**src/rtl/gshare_spec_predictor_if.sv**
```systemverilog
// Fetch/execute-side bundle for the gshare predictor.
// The pipeline (master) presents fetch and resolve information; the predictor
// (slave) returns the prediction, its history snapshot and statistics.
interface gshare_spec_predictor_if #(
  parameter int GHR_LEN = 4
);
  // Fetch-side lookup
  logic               fetch_valid;
  logic               fetch_is_br;
  logic [31:0]        pc_fetch;
  logic               pred_taken;
  logic [GHR_LEN-1:0] pred_hist;

  // Execute-side resolve
  logic               exe_valid;
  logic [31:0]        pc_exe;
  logic [GHR_LEN-1:0] exe_hist;
  logic               exe_pred_taken;
  logic               br_en;
  logic               mis_predict;

  // Statistics
  logic [31:0]        br_count;
  logic [31:0]        mispred_count;

  modport master (
    output fetch_valid, fetch_is_br, pc_fetch,
    output exe_valid, pc_exe, exe_hist, exe_pred_taken, br_en,
    input  pred_taken, pred_hist, mis_predict, br_count, mispred_count
  );

  modport slave (
    input  fetch_valid, fetch_is_br, pc_fetch,
    input  exe_valid, pc_exe, exe_hist, exe_pred_taken, br_en,
    output pred_taken, pred_hist, mis_predict, br_count, mispred_count
  );
endinterface

```
**src/rtl/gshare_spec_predictor.sv**
```systemverilog
// gshare direction predictor with a speculative global history register.
// Lookup: PHT[pc slice ^ GHR] gives the direction in the same cycle.
// Resolve: the history snapshot carried with the branch rebuilds the write
// index for training and, on a mispredict, repairs the GHR.
module gshare_spec_predictor #(
  parameter int IDX_OFFSET = 6,
  parameter int IDX_LEN    = 4,
  parameter int GHR_LEN    = 4,
  parameter int CTR_BITS   = 2
) (
  input  logic clk,
  input  logic rst,
  gshare_spec_predictor_if.slave bus
);

  localparam int                PHT_DEPTH = 1 << IDX_LEN;
  localparam logic [CTR_BITS-1:0] CTR_MAX  = {CTR_BITS{1'b1}};
  localparam logic [CTR_BITS-1:0] CTR_ZERO = {CTR_BITS{1'b0}};
  // Weakly not-taken: one below the taken threshold (0 for 1-bit counters)
  localparam logic [CTR_BITS-1:0] CTR_INIT = CTR_BITS'((1 << (CTR_BITS - 1)) - 1);
  localparam logic [31:0]       CNT_MAX   = 32'hFFFF_FFFF;

  // ---------------------------------------------------------------------------
  // Helpers
  // ---------------------------------------------------------------------------

  // History is zero-extended to the index width before hashing with the PC.
  function automatic logic [IDX_LEN-1:0] pht_index(
    input logic [IDX_LEN-1:0] pc_slice,
    input logic [GHR_LEN-1:0] hist
  );
    pht_index = pc_slice ^ IDX_LEN'(hist);
  endfunction

  // Two-way saturating counter step.
  function automatic logic [CTR_BITS-1:0] ctr_train(
    input logic [CTR_BITS-1:0] ctr,
    input logic                taken
  );
    if (taken) begin
      ctr_train = (ctr == CTR_MAX) ? ctr : ctr + CTR_BITS'(1'b1);
    end else begin
      ctr_train = (ctr == CTR_ZERO) ? ctr : ctr - CTR_BITS'(1'b1);
    end
  endfunction

  // Shift a new outcome into the youngest history bit; works for GHR_LEN = 1.
  function automatic logic [GHR_LEN-1:0] ghr_shift(
    input logic [GHR_LEN-1:0] hist,
    input logic               new_bit
  );
    ghr_shift = (hist << 1) | GHR_LEN'(new_bit);
  endfunction

  // Statistics counter that sticks at all-ones instead of wrapping.
  function automatic logic [31:0] sat_inc32(input logic [31:0] value);
    sat_inc32 = (value == CNT_MAX) ? value : value + 32'd1;
  endfunction

  // ---------------------------------------------------------------------------
  // State
  // ---------------------------------------------------------------------------
  logic [CTR_BITS-1:0] pht_q [PHT_DEPTH];
  logic [GHR_LEN-1:0]  ghr_q;
  logic [GHR_LEN-1:0]  ghr_d;
  logic [31:0]         br_count_q;
  logic [31:0]         br_count_d;
  logic [31:0]         mispred_count_q;
  logic [31:0]         mispred_count_d;

  logic [IDX_LEN-1:0]  rd_idx_s;
  logic [IDX_LEN-1:0]  wr_idx_s;
  logic [CTR_BITS-1:0] rd_ctr_s;
  logic [CTR_BITS-1:0] wr_ctr_d;
  logic                pred_taken_s;
  logic                mis_predict_s;
  logic                fetch_br_s;

  // Only a slice of each PC feeds the index; the rest is intentionally ignored.
  logic                unused_pc_bits_s;
  assign unused_pc_bits_s = ^{bus.pc_fetch, bus.pc_exe};

  // Lookup and resolve decode: read/write indices, prediction, mispredict flag.
  always_comb begin
    rd_idx_s      = pht_index(bus.pc_fetch[IDX_OFFSET -: IDX_LEN], ghr_q);
    wr_idx_s      = pht_index(bus.pc_exe[IDX_OFFSET -: IDX_LEN], bus.exe_hist);
    // Read sees the registered array, so a same-cycle write is not bypassed.
    rd_ctr_s      = pht_q[rd_idx_s];
    pred_taken_s  = rd_ctr_s[CTR_BITS-1];
    mis_predict_s = bus.exe_valid & (bus.br_en ^ bus.exe_pred_taken);
    fetch_br_s    = bus.fetch_valid & bus.fetch_is_br;
  end

  // Next-state for the trained counter, the history register and statistics.
  always_comb begin
    wr_ctr_d        = ctr_train(pht_q[wr_idx_s], bus.br_en);
    ghr_d           = ghr_q;
    br_count_d      = br_count_q;
    mispred_count_d = mispred_count_q;

    // Repair wins: a fetch alongside a mispredict is on the wrong path.
    if (mis_predict_s) begin
      ghr_d = ghr_shift(bus.exe_hist, bus.br_en);
    end else if (fetch_br_s) begin
      ghr_d = ghr_shift(ghr_q, pred_taken_s);
    end else begin
      ghr_d = ghr_q;
    end

    if (bus.exe_valid) begin
      br_count_d = sat_inc32(br_count_q);
    end else begin
      br_count_d = br_count_q;
    end

    if (mis_predict_s) begin
      mispred_count_d = sat_inc32(mispred_count_q);
    end else begin
      mispred_count_d = mispred_count_q;
    end
  end

  // Pattern history table: all entries weakly not-taken on reset, one write per resolve.
  always_ff @(posedge clk or negedge rst) begin
    if (!rst) begin
      for (int i = 0; i < PHT_DEPTH; i++) begin
        pht_q[i] <= CTR_INIT;
      end
    end else begin
      if (bus.exe_valid) begin
        pht_q[wr_idx_s] <= wr_ctr_d;
      end
    end
  end

  // Speculative history and mispredict statistics.
  always_ff @(posedge clk or negedge rst) begin
    if (!rst) begin
      ghr_q           <= {GHR_LEN{1'b0}};
      br_count_q      <= 32'd0;
      mispred_count_q <= 32'd0;
    end else begin
      ghr_q           <= ghr_d;
      br_count_q      <= br_count_d;
      mispred_count_q <= mispred_count_d;
    end
  end

  assign bus.pred_taken    = pred_taken_s;
  assign bus.pred_hist     = ghr_q;
  assign bus.mis_predict   = mis_predict_s;
  assign bus.br_count      = br_count_q;
  assign bus.mispred_count = mispred_count_q;

endmodule

```
**src/flat_wrapper.sv**
```systemverilog
// flat-port wrapper written by rule: the top's interface ports become plain ports
module gshare_spec_predictor_flat 
#(
  parameter int IDX_OFFSET = 6,
  parameter int IDX_LEN    = 4,
  parameter int GHR_LEN    = 4,
  parameter int CTR_BITS   = 2
)
  (clk, rst, bus_fetch_valid, bus_fetch_is_br, bus_pc_fetch, bus_exe_valid, bus_pc_exe, bus_exe_hist, bus_exe_pred_taken, bus_br_en, bus_pred_taken, bus_pred_hist, bus_mis_predict, bus_br_count, bus_mispred_count);
  gshare_spec_predictor_if #(.GHR_LEN(GHR_LEN)) bus_i ();
  input  logic clk;
  input  logic rst;
  input wire logic [$bits(bus_i.fetch_valid)-1:0] bus_fetch_valid;
  input wire logic [$bits(bus_i.fetch_is_br)-1:0] bus_fetch_is_br;
  input wire logic [$bits(bus_i.pc_fetch)-1:0] bus_pc_fetch;
  input wire logic [$bits(bus_i.exe_valid)-1:0] bus_exe_valid;
  input wire logic [$bits(bus_i.pc_exe)-1:0] bus_pc_exe;
  input wire logic [$bits(bus_i.exe_hist)-1:0] bus_exe_hist;
  input wire logic [$bits(bus_i.exe_pred_taken)-1:0] bus_exe_pred_taken;
  input wire logic [$bits(bus_i.br_en)-1:0] bus_br_en;
  output wire logic [$bits(bus_i.pred_taken)-1:0] bus_pred_taken;
  output wire logic [$bits(bus_i.pred_hist)-1:0] bus_pred_hist;
  output wire logic [$bits(bus_i.mis_predict)-1:0] bus_mis_predict;
  output wire logic [$bits(bus_i.br_count)-1:0] bus_br_count;
  output wire logic [$bits(bus_i.mispred_count)-1:0] bus_mispred_count;
  assign bus_i.fetch_valid = bus_fetch_valid;
  assign bus_i.fetch_is_br = bus_fetch_is_br;
  assign bus_i.pc_fetch = bus_pc_fetch;
  assign bus_i.exe_valid = bus_exe_valid;
  assign bus_i.pc_exe = bus_pc_exe;
  assign bus_i.exe_hist = bus_exe_hist;
  assign bus_i.exe_pred_taken = bus_exe_pred_taken;
  assign bus_i.br_en = bus_br_en;
  assign bus_pred_taken = bus_i.pred_taken;
  assign bus_pred_hist = bus_i.pred_hist;
  assign bus_mis_predict = bus_i.mis_predict;
  assign bus_br_count = bus_i.br_count;
  assign bus_mispred_count = bus_i.mispred_count;
  gshare_spec_predictor #(.IDX_OFFSET(IDX_OFFSET), .IDX_LEN(IDX_LEN), .GHR_LEN(GHR_LEN), .CTR_BITS(CTR_BITS)) u_core (.clk(clk), .rst(rst), .bus(bus_i));
endmodule
```
**config.mk**
```make
export PLATFORM = sky130hd
export DESIGN_NAME = gshare_spec_predictor_flat
export DESIGN_NICKNAME = d
export VERILOG_FILES = /design/src/rtl/gshare_spec_predictor_if.sv /design/src/rtl/gshare_spec_predictor.sv /design/src/flat_wrapper.sv
export SDC_FILE = /design/constraint.sdc
export NUM_CORES = 1
export LEC_CHECK = 0
export ABC_AREA = 1
export CAP_MARGIN = 0
export CORE_ASPECT_RATIO = 1.5
export CORE_MARGIN = 2
export CORE_UTILIZATION = 50
export CTS_CLUSTER_SIZE = 25
export DETAILED_ROUTE_END_ITERATION = 10
export PLACE_DENSITY = 0.81
export SLEW_MARGIN = 15
export SYNTH_ARGS = -nofsm -noshare
export SYNTH_HDL_FRONTEND = slang
export SYNTH_SLANG_ARGS = --single-unit
```
**constraint.sdc**
```tcl
create_clock -name clk -period 2.16 [get_ports clk]
set_input_delay 0.216 -clock clk [delete_from_list [all_inputs] [get_ports clk]]
set_output_delay 0.216 -clock clk [all_outputs]
set_load 0.03 [all_outputs]
```
==> metrics <==
Mapped Cells 781; period utilization 0.934; H-tree levels 3; Clock Skews 0.00952 ns; most frequent CP cell o211ai_1; largest net degree at the start of global routing 53; WP data required 1.94 ns; DRC Markers 0; Area Growth Syn to Fin 29.4%; Seq/Total Area, Yosys 0.434; CP endpoint kind output pin; core area 0.0114 mm²; VDD IR max 0.806 mV; max_cap viols 0; CP peak stage delay 0.42 ns; main combinational cell family by area after synthesis simple AND/OR/NAND/NOR gates; total global routing overflow 0; vias in the first global route 5390; # nets final 990; Die X 92.0 µm; commonest non-fill, non-tap cells in the layout nand2_1, clkdlybuf4s50_1, nor2_1, dfrtp_1, nand3_1; Synth Area in Compound Gates 0.0355; routed len/inst 14.3 µm; placed cell area 0.00716 mm²; via count 5620; Fillers 994; Seq cells post-synth 100; clk buf depth 2; Post-Syn Area 0.00581 mm²; # IOs 145; Initial Util 0.509; Post-Synth XOR/XNOR Area 0.102; Place WS -0.192 ns; Antenna Cells 0; first-pass GRT wire length 25.0 mm; IO buf count 88; final hold slack 0.349 ns; CP Cell Sequence inv_1, nand2_2, nand2_4, or2_2, o211ai_1, o211ai_1, nand3_1, nand2_1, buf_4; mux cell area share after synthesis 0; R2R Path Start u_core.bus.mispred_count[8]; # Post-CTS Setup Buffers 0; Synth Area in Adders 0.00431; Root Driver clkbuf_16; Yosys top cell area share 0.362; Least-Margin Pin Slew 0.458 ns; layout cell share with drive strength beyond 1 0.123; final setup margin 0.142 ns; Clock Latency Late Sink 0.34 ns; RSZ-0062 raised after global routing no; Post-Syn Area per Cell 7.44 µm²; DP HPWL 11.7 mm; Startpoint Class flip-flop; Hold Crit Class input port to async pin; Yosys top cell by area dfrtp_1; initial antenna violation count 0; critical path class flip-flop to output pin; Sink Count 100; TritonCTS clock tree done; GR Util All Layers 0.250; fmax 0.496 GHz; iteration-0 DRC count of the detailed router 297; Post-Route Utilization 0.659; R2R Setup Slk 0.18 ns; dominant cells by area after synthesis dfrtp_1, nand2_1, dfstp_2; CTS Buf Count 9; status finished, final reports clean; CP top delay family simple AND/OR/NAND/NOR gates; Die ar. 0.0125 mm²; slowest cell on the critical path dfrtp_1; Final ANT Viol Nets 0; Leak 0.00335 µW; Final Hold Fails 0; worst path arrival time 1.80 ns; CP bufs+invs 2; FP Rows 48; power per cell area 886 mW/mm²; Via density 5.26; RePlAce Congestion 0.987; most common cell after layout, fill and taps aside nand2_1; DRT Wirelength 15.3 mm; yosys warns 0; simple logic cell fraction of the synthesized area 0.366; post-route minimum period 2.02 ns; DRT Pass-1 Iters 5; CP Max Fanout 9; Worst-path clk slew 0.07 ns; worst reg2reg path depth 10; Slew Viols, Final 0; Slew HR 0.693; Die Ht 136 µm; final instance area 0.00752 mm²; syn nets 858; R2R Path End u_core.bus.mispred_count[18]; synth unique cells 34; Final setup viols 0
power by group:
part           switching (µW)  internal, µW
registers                 429          2370
logic                    1240           854
clock network             695          1080
total                    2360          4300
worst register-to-register path, stage by stage (launching register included):
cell	delay, ns
dfrtp_1	0.45
nand2_1	0.13
nor3_1	0.26
nand2_1	0.16
nor2_2	0.21
a21oi_2	0.09
buf_4	0.18
inv_2	0.21
nor2_1	0.07
nand2_1	0.06
nand2_1	0.05
timing repair:
item / in CTS / in global routing
hold buffers: 1 / 0
gates resized for setup: 0 / 5
setup endpoints to repair: 0 / 2
endpoints found under the hold margin: 23 / 0
per-stage QoR:
stage | instances | setup TNS [ns] | total power [µW]
after floorplan | 781 | 0 | 4020
after global placement | 1051 | -2.59 | 4850
after detailed placement | 1051 | -4.37 | 4890
after CTS | 1068 | 0 | 6700
after global routing | 1068 | 0 | 7020
final | 1068 | 0 | 6660
flip-flops by register name, summed over array words and instances, names as in the netlist:
register                  count
u_core.bus.br_count          32
u_core.bus.mispred_count     32
u_core.bus.pred_hist          4
u_core.pht_q                 32
cells by family after synthesis:
group           Yosys count
buf+inv                  82
flops                   100
compound gates           34
xor+xnor                 66
simple gates            497
fa+ha+maj                 2
worst max-delay path by stage:
stage / start / end / slack (ns) / cells after the start
2_1_floorplan: u_core.bus.mispred_count[0] / u_core.bus.mispred_count[0] / 0.01 / 9
3_3_place_gp: bus_exe_hist[1] / u_core.pht_q[27] / -0.13 / 9
3_5_place_dp: bus_exe_hist[1] / u_core.pht_q[21] / -0.19 / 9
4_1_cts: u_core.bus.pred_hist[0] / bus_pred_taken / 0.03 / 9
5_1_grt: u_core.bus.pred_hist[0] / bus_pred_taken / 0.02 / 9
6_report: u_core.bus.pred_hist[0] / bus_pred_taken / 0.14 / 9
Yosys cell counts:
cell,instances
nor3_1,30
clkbuf_2,1
buf_2,5
a21boi_0,1
clkinv_1,1
ha_1,2
inv_2,1
nor2_4,1
nand3b_1,1
a22oi_1,1
o211ai_1,7
xnor2_2,1
xor2_2,1
nand2_1,260
nand4_1,13
nor4_1,3
or2_2,4
nor2_1,85
inv_1,68
xnor2_1,31
dfstp_2,16
xor2_1,33
a21oi_1,1
buf_6,2
nand2_4,3
o21ai_4,1
o21bai_1,1
dfrtp_1,84
nand3_1,80
buf_4,1
nand2_2,16
nor2_2,1
o21ai_0,22
clkbuf_1,3
area by class of cell:
class,count,area [µm²],share of cell area
tap,150,188,0.0250
inverter,70,263,0.0349
clock buffer,11,253,0.0336
sequential,100,2520,0.335
clock inverter,5,83.8,0.0111
timing repair buffer,133,1240,0.165
multi-input combinational,599,2970,0.395
metal layers:
metal,vias to the layer above,part of all wire,track usage
met1,2604,0.38,0.291
li1,2747,-,-
met4,0,0.039,0.110
met2,218,0.53,0.455
met3,51,0.050,0.0349
met5,-,0,0
(Power assumes the default switching activity.)
